### config.mk
export PLATFORM = sky130hd
export DESIGN_NAME = id_operand_issue
export DESIGN_NICKNAME = d
export VERILOG_FILES = /design/src/rtl/id_operand_issue.sv
export SDC_FILE = /design/constraint.sdc
export NUM_CORES = 1
export LEC_CHECK = 0
export CORE_AREA = 2 2 142 144
export DETAILED_ROUTE_END_ITERATION = 7
export DIE_AREA = 0 0 144 146
export PLACE_DENSITY = 0.74
export SLEW_MARGIN = 5
export SYNTH_ARGS = -nofsm -noshare
export SYNTH_HDL_FRONTEND = slang
export SYNTH_SLANG_ARGS = --single-unit
### constraint.sdc
create_clock -name clk -period 2.73 [get_ports clk]
set_clock_uncertainty 0.1 [all_clocks]
set_input_delay 0.4095 -clock clk [delete_from_list [all_inputs] [get_ports clk]]
set_output_delay 0.4095 -clock clk [all_outputs]
set_load 0.02 [all_outputs]
### src/rtl/id_operand_issue.sv
// rtl/id_operand_issue.sv - ID operand resolution, hazard detection and ID/EX issue register
//
// Resolves rs1/rs2 from the register file or from NFWD prioritised
// forwarding sources. Index 0 is the youngest source and has the highest
// priority. x0 always reads as zero.
// Stalls on a match against a pending producer, and holds the resolved
// payload in a valid/ready ID/EX register.
//
// Ports:
//   clk, rst                  clock, synchronous active-high reset
//   flush                     kill held and incoming instruction
//   in_valid / in_ready       decoded instruction handshake
//   in_pc, in_imm, in_ctrl    instruction PC, immediate, opaque control
//   in_rs1_*, in_rs2_*        source addresses and read enables
//   in_use_imm                op2 takes imm when rs2 is not read
//   rf_rs1_data, rf_rs2_data  combinational register-file read data
//   fwd_valid/addr/data/pending  packed forwarding sources
//   out_valid / out_ready     ID/EX payload handshake
//   out_pc, out_op1, out_op2, out_ctrl  registered payload
//   stall_o                   IF/ID must hold its instruction
//   stall_cnt                 saturating hazard-stall cycle count
module id_operand_issue #(
    parameter int XLEN    = 32,
    parameter int RADDR_W = 5,
    parameter int CTRL_W  = 16,
    parameter int NFWD    = 2,
    parameter int CNT_W   = 16
) (
    input  logic                    clk,
    input  logic                    rst,
    input  logic                    flush,
    input  logic                    in_valid,
    output logic                    in_ready,
    input  logic [XLEN-1:0]         in_pc,
    input  logic [RADDR_W-1:0]      in_rs1_addr,
    input  logic [RADDR_W-1:0]      in_rs2_addr,
    input  logic                    in_rs1_en,
    input  logic                    in_rs2_en,
    input  logic [XLEN-1:0]         in_imm,
    input  logic                    in_use_imm,
    input  logic [CTRL_W-1:0]       in_ctrl,
    input  logic [XLEN-1:0]         rf_rs1_data,
    input  logic [XLEN-1:0]         rf_rs2_data,
    input  logic [NFWD-1:0]         fwd_valid,
    input  logic [NFWD*RADDR_W-1:0] fwd_addr,
    input  logic [NFWD*XLEN-1:0]    fwd_data,
    input  logic [NFWD-1:0]         fwd_pending,
    output logic                    out_valid,
    input  logic                    out_ready,
    output logic [XLEN-1:0]         out_pc,
    output logic [XLEN-1:0]         out_op1,
    output logic [XLEN-1:0]         out_op2,
    output logic [CTRL_W-1:0]       out_ctrl,
    output logic                    stall_o,
    output logic [CNT_W-1:0]        stall_cnt
);

    // Returns {hazard, value}. The first matching source wins outright:
    // a pending younger match hides any older ready match.
    function automatic logic [XLEN:0] resolve(
        input logic [RADDR_W-1:0]      addr,
        input logic [XLEN-1:0]         rf_data,
        input logic [NFWD-1:0]         fv,
        input logic [NFWD*RADDR_W-1:0] fa,
        input logic [NFWD*XLEN-1:0]    fd,
        input logic [NFWD-1:0]         fp
    );
        logic [XLEN:0] r;
        logic          hit;
        r   = {1'b0, rf_data};
        hit = 1'b0;
        for (int k = 0; k < NFWD; k++) begin
            if (!hit && fv[k] && fa[k*RADDR_W +: RADDR_W] == addr) begin
                hit = 1'b1;
                r   = fp[k] ? {1'b1, {XLEN{1'b0}}} : {1'b0, fd[k*XLEN +: XLEN]};
            end
        end
        if (addr == '0) begin
            r = '0;
        end
        return r;
    endfunction

    logic [XLEN:0]   res1;
    logic [XLEN:0]   res2;
    logic [XLEN-1:0] op1;
    logic [XLEN-1:0] op2;
    logic            hazard;
    logic            accept;

    always_comb begin
        res1 = resolve(in_rs1_addr, rf_rs1_data, fwd_valid, fwd_addr, fwd_data, fwd_pending);
        res2 = resolve(in_rs2_addr, rf_rs2_data, fwd_valid, fwd_addr, fwd_data, fwd_pending);
        op1  = in_rs1_en ? res1[XLEN-1:0] : '0;
        if (in_rs2_en) begin
            op2 = res2[XLEN-1:0];
        end else begin
            op2 = in_use_imm ? in_imm : '0;
        end
        hazard = in_valid & ((in_rs1_en & res1[XLEN]) | (in_rs2_en & res2[XLEN]));
    end

    assign in_ready = ~out_valid | out_ready;
    assign accept   = in_valid & in_ready & ~hazard & ~flush;
    assign stall_o  = ~flush & in_valid & (hazard | ~in_ready);

    always_ff @(posedge clk) begin
        if (rst) begin
            out_valid <= 1'b0;
            out_pc    <= '0;
            out_op1   <= '0;
            out_op2   <= '0;
            out_ctrl  <= '0;
        end else if (flush) begin
            out_valid <= 1'b0;
        end else if (in_ready) begin
            // A hazard here leaves accept low, which inserts a bubble.
            out_valid <= accept;
            if (accept) begin
                out_pc   <= in_pc;
                out_op1  <= op1;
                out_op2  <= op2;
                out_ctrl <= in_ctrl;
            end
        end
    end

    always_ff @(posedge clk) begin
        if (rst) begin
            stall_cnt <= '0;
        end else if (hazard && !flush && stall_cnt != {CNT_W{1'b1}}) begin
            stall_cnt <= stall_cnt + 1'b1;
        end
    end

endmodule

# [After elaboration in Yosys (flattened, before gate mapping)]
# Index checks and enable logic that the tools add are counted.
[totals] output_inout_bits=131 in_bits=240 elab_cells=55 reg_bits=129
[classes] n_eq_ne=5 mux=13 bitwise=15 n_reduce_logical=15 n_addsub=1
[ops] operator="$mux W33" n=8
[ops] operator="$mux W32" n=3
[ops] operator="$eq A5 B5 Y1" n=4
[ops] operator="$add A16 B1 Y16 const B" n=1
[ops] operator="$ne A16 B16 Y1 const B" n=1
[ops] operator="$logic_not A5 Y1" n=2
[ops] operator="$and A1 B1 Y1" n=8
[ops] operator="$logic_and A1 B1 Y1" n=8
[ops] operator="$not A1 Y1" n=4
[ops] operator="$logic_not A1 Y1" n=3
[ops] operator="$or A1 B1 Y1" n=3
[ops] operator="$reduce_and A3 Y1" n=1
[ops] operator="$mux W1" n=2
[ops] operator="$reduce_or A2 Y1" n=1

# [Depth between registers and ports, before layout]
[depth] word_depth=15 mapped_depth=10 depth_no_buf=7

# [Worst setup path after synthesis]
# Ideal clock, no wire load.
[synth_path] path_kind="input -> output" startpoint="in fwd_addr[0]" endpoint="out stall_o" n_path_buf=2 slack_ps=180 stages=8 arrival_time_ps=2040 required_time_ps=2220 path_cell_list="xor2_1 nor4_1 nand3_1 mux2i_1 o22a_4 buf_6 buf_2 a21oi_1"
[synth_between] elab_chain_cells=13 elab_cells_between_ends=24 cone_classes="eq/ne (2); mux (8); bitwise (6); reduce/logical (8)"
[synth_lines] item="start, declared" line_no="45" text="input logic [NFWD*RADDR_W-1:0] fwd_addr,"
[synth_lines] item="$eq A5 B5 Y1" line_no="73" text="if (!hit && fv[k] && fa[k*RADDR_W +: RADDR_W] == addr) begin"
[synth_lines] item="$logic_and A1 B1 Y1" line_no="73"
[synth_lines] item="$mux W1" line_no="73"
[synth_lines] item="$logic_not A1 Y1" line_no="73"
[synth_lines] item="$logic_and A1 B1 Y1 (2 in series)" line_no="73"
[synth_lines] item="$mux W33" line_no="73"
[synth_lines] item="$mux W33" line_no="78" text="if (addr == '0) begin"
[synth_lines] item="$and A1 B1 Y1" line_no="100" text="hazard = in_valid & ((in_rs1_en & res1[XLEN]) | (in_rs2_en & res2[XLEN]));"
[synth_lines] item="$or A1 B1 Y1 (*)" line_no="100"
[synth_lines] item="$and A1 B1 Y1 (*)" line_no="100"
[synth_lines] item="$or A1 B1 Y1 (*)" line_no="105" text="assign stall_o = ~flush & in_valid & (hazard | ~in_ready);"
[synth_lines] item="$and A1 B1 Y1 (*)" line_no="105"
[synth_lines] item="end, declared" line_no="54" text="output logic stall_o,"
# Mark *: on every way between the ends. The rest lies on a longest branch, timed or not.

# [Worst setup path in the final report]
[layout_path] startpoint="in in_rs2_addr[3]" endpoint="out stall_o"
[layout_between] elab_chain_cells=13 elab_cells_between_ends=16 cone_classes="eq/ne (2); mux (4); bitwise (5); reduce/logical (5)"
[layout_lines] item="start, declared" line_no="36" text="input logic [RADDR_W-1:0] in_rs2_addr,"
[layout_lines] item="$eq A5 B5 Y1" line_no="73"
[layout_lines] item="$logic_and A1 B1 Y1" line_no="73"
[layout_lines] item="$mux W1" line_no="73"
[layout_lines] item="$logic_not A1 Y1" line_no="73"
[layout_lines] item="$logic_and A1 B1 Y1 (2 in series)" line_no="73"
[layout_lines] item="$mux W33" line_no="73"
[layout_lines] item="$mux W33 (*)" line_no="78"
[layout_lines] item="$and A1 B1 Y1 (*)" line_no="100"
[layout_lines] item="$or A1 B1 Y1 (*)" line_no="100"
[layout_lines] item="$and A1 B1 Y1 (*)" line_no="100"
[layout_lines] item="$or A1 B1 Y1 (*)" line_no="105"
[layout_lines] item="$and A1 B1 Y1 (*)" line_no="105"
# Marks and branches as above.

==> metrics <==
run status finished clean; # setup viols final 0; final total negative setup slack 0 ps; worst slew slack as a fraction of its limit 0.569; slack of the worst reg-to-reg path 340 ps; synth-to-layout area growth 74.4%; Power per Cell Area 452 nW/um2; largest net degree at the start of global routing 61; netlist area before placement 6860 um2; buffers and inverters on the worst path 2; number of warnings issued by yosys 0; DR pass1 iterations 8; number of global-route vias before repair 7665; P_sw 1.56 mW; internal power component 3.85 mW; post-synthesis area per instance 8.30 um2; synth unique cells 39; Initial Utilization 0.355; Reg power frac 0.372; width of the die 144 um; H-tree depth 4; fraction of final layout cells with drive strength greater than 1 0.140; clock transition at the register clock pins on the worst setup and hold paths after CTS 60 ps; number of vias in the routed layout 7850; Placeable Area 19300 um2; DRT iter0 DRCs 495; final worst slack 68.8 ps; Place WS -477 ps; first-pass GRT wire length 42500 um; nature of the critical path startpoint input pin; routed wirelength normalized by instance count 19.6 um; post-detailed-route via-to-cell ratio 5.27; Top delay family on crit path buffers and inverters; switching portion of total power 0.289; maximum clock frequency 376 MHz; leakage power figure 4.31 nW; count of antenna-violating nets left after detailed routing 0; GRT Overall Usage 0.262; number of placement rows 51; aggregate global routing overflow 0; CTS hold repair buffers 0; fraction of the yosys area taken by sequential cells 0.377; non-filler cells, final 1490; Detailed Place HPWL 20800 um; clock share of power 0.394; combinational group share of total power 0.234; final net count 1449; Cell Chain, Critical Path clkdlybuf4s50_1 > xor2_1 > nor4_2 > and3_1 > mux2i_2 > o22a_4 > a21oi_4 > buf_6; full die area 21000 um2; shortest period the worst path allows 2660 ps; xor and xnor area share after synthesis 0.0255; buffer cell driving the clock tree root sky130_fd_sc_hd__clkbuf_16; area post-placement 11300 um2; ports placed on the boundary 371; input/output buffers 370; buffer depth of the longest clock path 2; total number of clock tree sinks 129; class of the tightest hold or removal check reg -> reg; Max rail drop VDD 398 uV; signal arrival time at the worst endpoint 2150 ps; clock tree from TritonCTS yes; Final Hold Slack 352 ps; post-route DRC violation count 0; number of endpoints with negative hold slack in the final report 0; largest family of logic cells by synthesized area simple AND/OR/NAND/NOR gates; worst stage delay on the critical path 440 ps; post-synthesis compound-gate area fraction 0.204; critical path class in -> out; Post-Synthesis Cells 826; number of maximum-capacitance violations 0; share of synthesized area spent on multiplexers 0.122; die height 146 um; peak fanout along the critical path 2; clock insertion delay at the later pin of the skew report 420 ps; routability cong. 0.893; number of fillers in the final layout 1686; Max Transition Viols Final 0; Worst Tran Pin Value 647 ps; cell total after placement 1447; Critical Path Sink Type output port; Non-Filler Cell Area, Final 12000 um2; synthesized-area fraction occupied by adder cells 0.00182; Post-Route WL 29200 um; Seq cells post-synth 129; number of antenna violations at the first check in global routing 4; Post-Syn Nets 1067; Critical Path RT 2220 ps; TritonCTS Buffers 17; period utilization 0.975; library cell contributing the largest single delay on the critical path sky130_fd_sc_hd__clkdlybuf4s50_1; area fraction in and, or, nand and nor cells after synthesis 0.223
[power groups by stage]
stage / clock network (mW) / logic [mW] / registers, mW
3_3_place_gp: 0 / 1.22 / 2.05
4_1_cts: 2.16 / 1.24 / 2.01
3_5_place_dp: 0 / 1.23 / 2.05
2_1_floorplan: 0 / 0.404 / 2.15
5_1_grt: 2.23 / 1.35 / 2.02
6_report: 2.13 / 1.27 / 2.01
[cell type report]
type | instances | area (um2) | area share
Antenna cell | 4 | 10.0 | 0.000837
Sequential cell | 129 | 2580 | 0.216
Clock inverter | 13 | 105 | 0.00879
Tap cell | 265 | 332 | 0.0277
Timing Repair Buffer | 437 | 4450 | 0.372
Multi-Input combinational cell | 620 | 4040 | 0.338
Clock buffer | 19 | 433 | 0.0362
Inverter | 3 | 11.3 | 0.000941
[placed cells by master (no fill, tap or decap), types with 3 or more instances in the layout]
master                            instances
sky130_fd_sc_hd__a21oi_1                 61
sky130_fd_sc_hd__buf_4                   50
sky130_fd_sc_hd__o21ai_0                 24
sky130_fd_sc_hd__dlymetal6s2s_1           4
sky130_fd_sc_hd__clkinvlp_4               4
sky130_fd_sc_hd__clkbuf_16               20
sky130_fd_sc_hd__xnor2_1                 12
sky130_fd_sc_hd__and3_1                   5
sky130_fd_sc_hd__a31o_2                  10
sky130_fd_sc_hd__or4_1                   10
sky130_fd_sc_hd__xor2_1                   8
sky130_fd_sc_hd__clkdlybuf4s50_1        359
sky130_fd_sc_hd__nor2b_1                 68
sky130_fd_sc_hd__clkinv_4                 3
sky130_fd_sc_hd__a211oi_1                32
sky130_fd_sc_hd__mux2_2                  44
sky130_fd_sc_hd__o31ai_1                 31
sky130_fd_sc_hd__a222oi_1                32
sky130_fd_sc_hd__inv_6                    5
sky130_fd_sc_hd__nand2_1                126
sky130_fd_sc_hd__mux2i_1                 32
sky130_fd_sc_hd__dfxtp_1                129
sky130_fd_sc_hd__nor3_1                  12
sky130_fd_sc_hd__nor2_1                  39
sky130_fd_sc_hd__nand4_1                  4
sky130_fd_sc_hd__dlygate4sd2_1            5
sky130_fd_sc_hd__buf_12                  13
sky130_fd_sc_hd__nand3_1                 37
sky130_fd_sc_hd__diode_2                  4
sky130_fd_sc_hd__and2_1                   3
[worst paths after layout]
check	startpoint	end	cells past startpoint
worst min register to register	out_ctrl[12]$_SDFFE_PP0P_	out_ctrl[12]$_SDFFE_PP0P_	2
worst max-delay path	in_rs2_addr[3]	stall_o	8
worst max register to register	stall_cnt[3]$_SDFFE_PP0P_	stall_cnt[8]$_SDFFE_PP0P_	7
worst min-delay path	out_ctrl[12]$_SDFFE_PP0P_	out_ctrl[12]$_SDFFE_PP0P_	2
[sequential cells by signal, summed over array words and instances, names as in the netlist]
register	cells
out_ctrl	16
out_op1	32
out_op2	32
out_pc	32
out_valid	1
stall_cnt	16
[cells by family after synthesis]
group | count (synthesis)
AOI/OAI and AO/OA | 201
xor gates and xnor gates | 20
DFF | 129
and+or+nand+nor | 320
muxes | 78
buffers and inverters | 77
adders and majority gates | 1
[cells in the mapped netlist (all sizes together)]
library cell  count  area (um2)
clkbuf           44         165
a31o             10        87.6
nand4             4        25.0
nand3            38         190
mux2             44         495
nor3             12        60.1
and2              3        18.8
dfxtp           129        2580
o41ai             1        8.76
a211oi           32         240
o22ai             1        6.26
or3               1        6.26
a222oi           32         320
or2               2        12.5
buf              30         151
clkinv            1        3.75
nor4              4        25.0
inv               2        7.51
a311oi            1        8.76
and3              5        31.3
o221ai            1        8.76
or4              10        75.1
nand2           126         473
nand2b            2        12.5
o311ai            1        8.76
mux2i            34         340
nor2             43         161
o21ai            27         135
xor2              8        70.1
a21oi            62         310
xnor2            12         105
o221a             1        11.3
ha                1        12.5
nor2b            70         438
o22a              1        17.5
o31ai            31         233
[repair_timing]
item	4_1_cts	5_1_grt
pin swaps	3	4
resized for setup	12	13
buffers inserted	2	2
setup endpoints to repair	1	52
cloned	0	3
[worst reg2reg max path: stages, from the launching register on]
cell and delay [ps]:
sky130_fd_sc_hd__dfxtp_1 340, sky130_fd_sc_hd__and3_1 180, sky130_fd_sc_hd__and2_1 230, sky130_fd_sc_hd__nand2_1 220
sky130_fd_sc_hd__nor3_1 100, sky130_fd_sc_hd__or2_2 450, sky130_fd_sc_hd__nor4_1 270, sky130_fd_sc_hd__mux2_2 380
[metrics by stage]
stage	util	power, mW
after floorplan	-	2.56
after global placement	0.582	3.27
after global routing	0.618	5.60
after detailed placement	0.582	3.28
final	0.619	5.41
after CTS	0.611	5.40
[layer usage]
metal  share of wire  GRT usage
met5               0          0
met4           0.031      0.117
met3            0.10     0.0951
met2            0.48      0.440
met1            0.39      0.296
(Power assumes the default switching activity.)
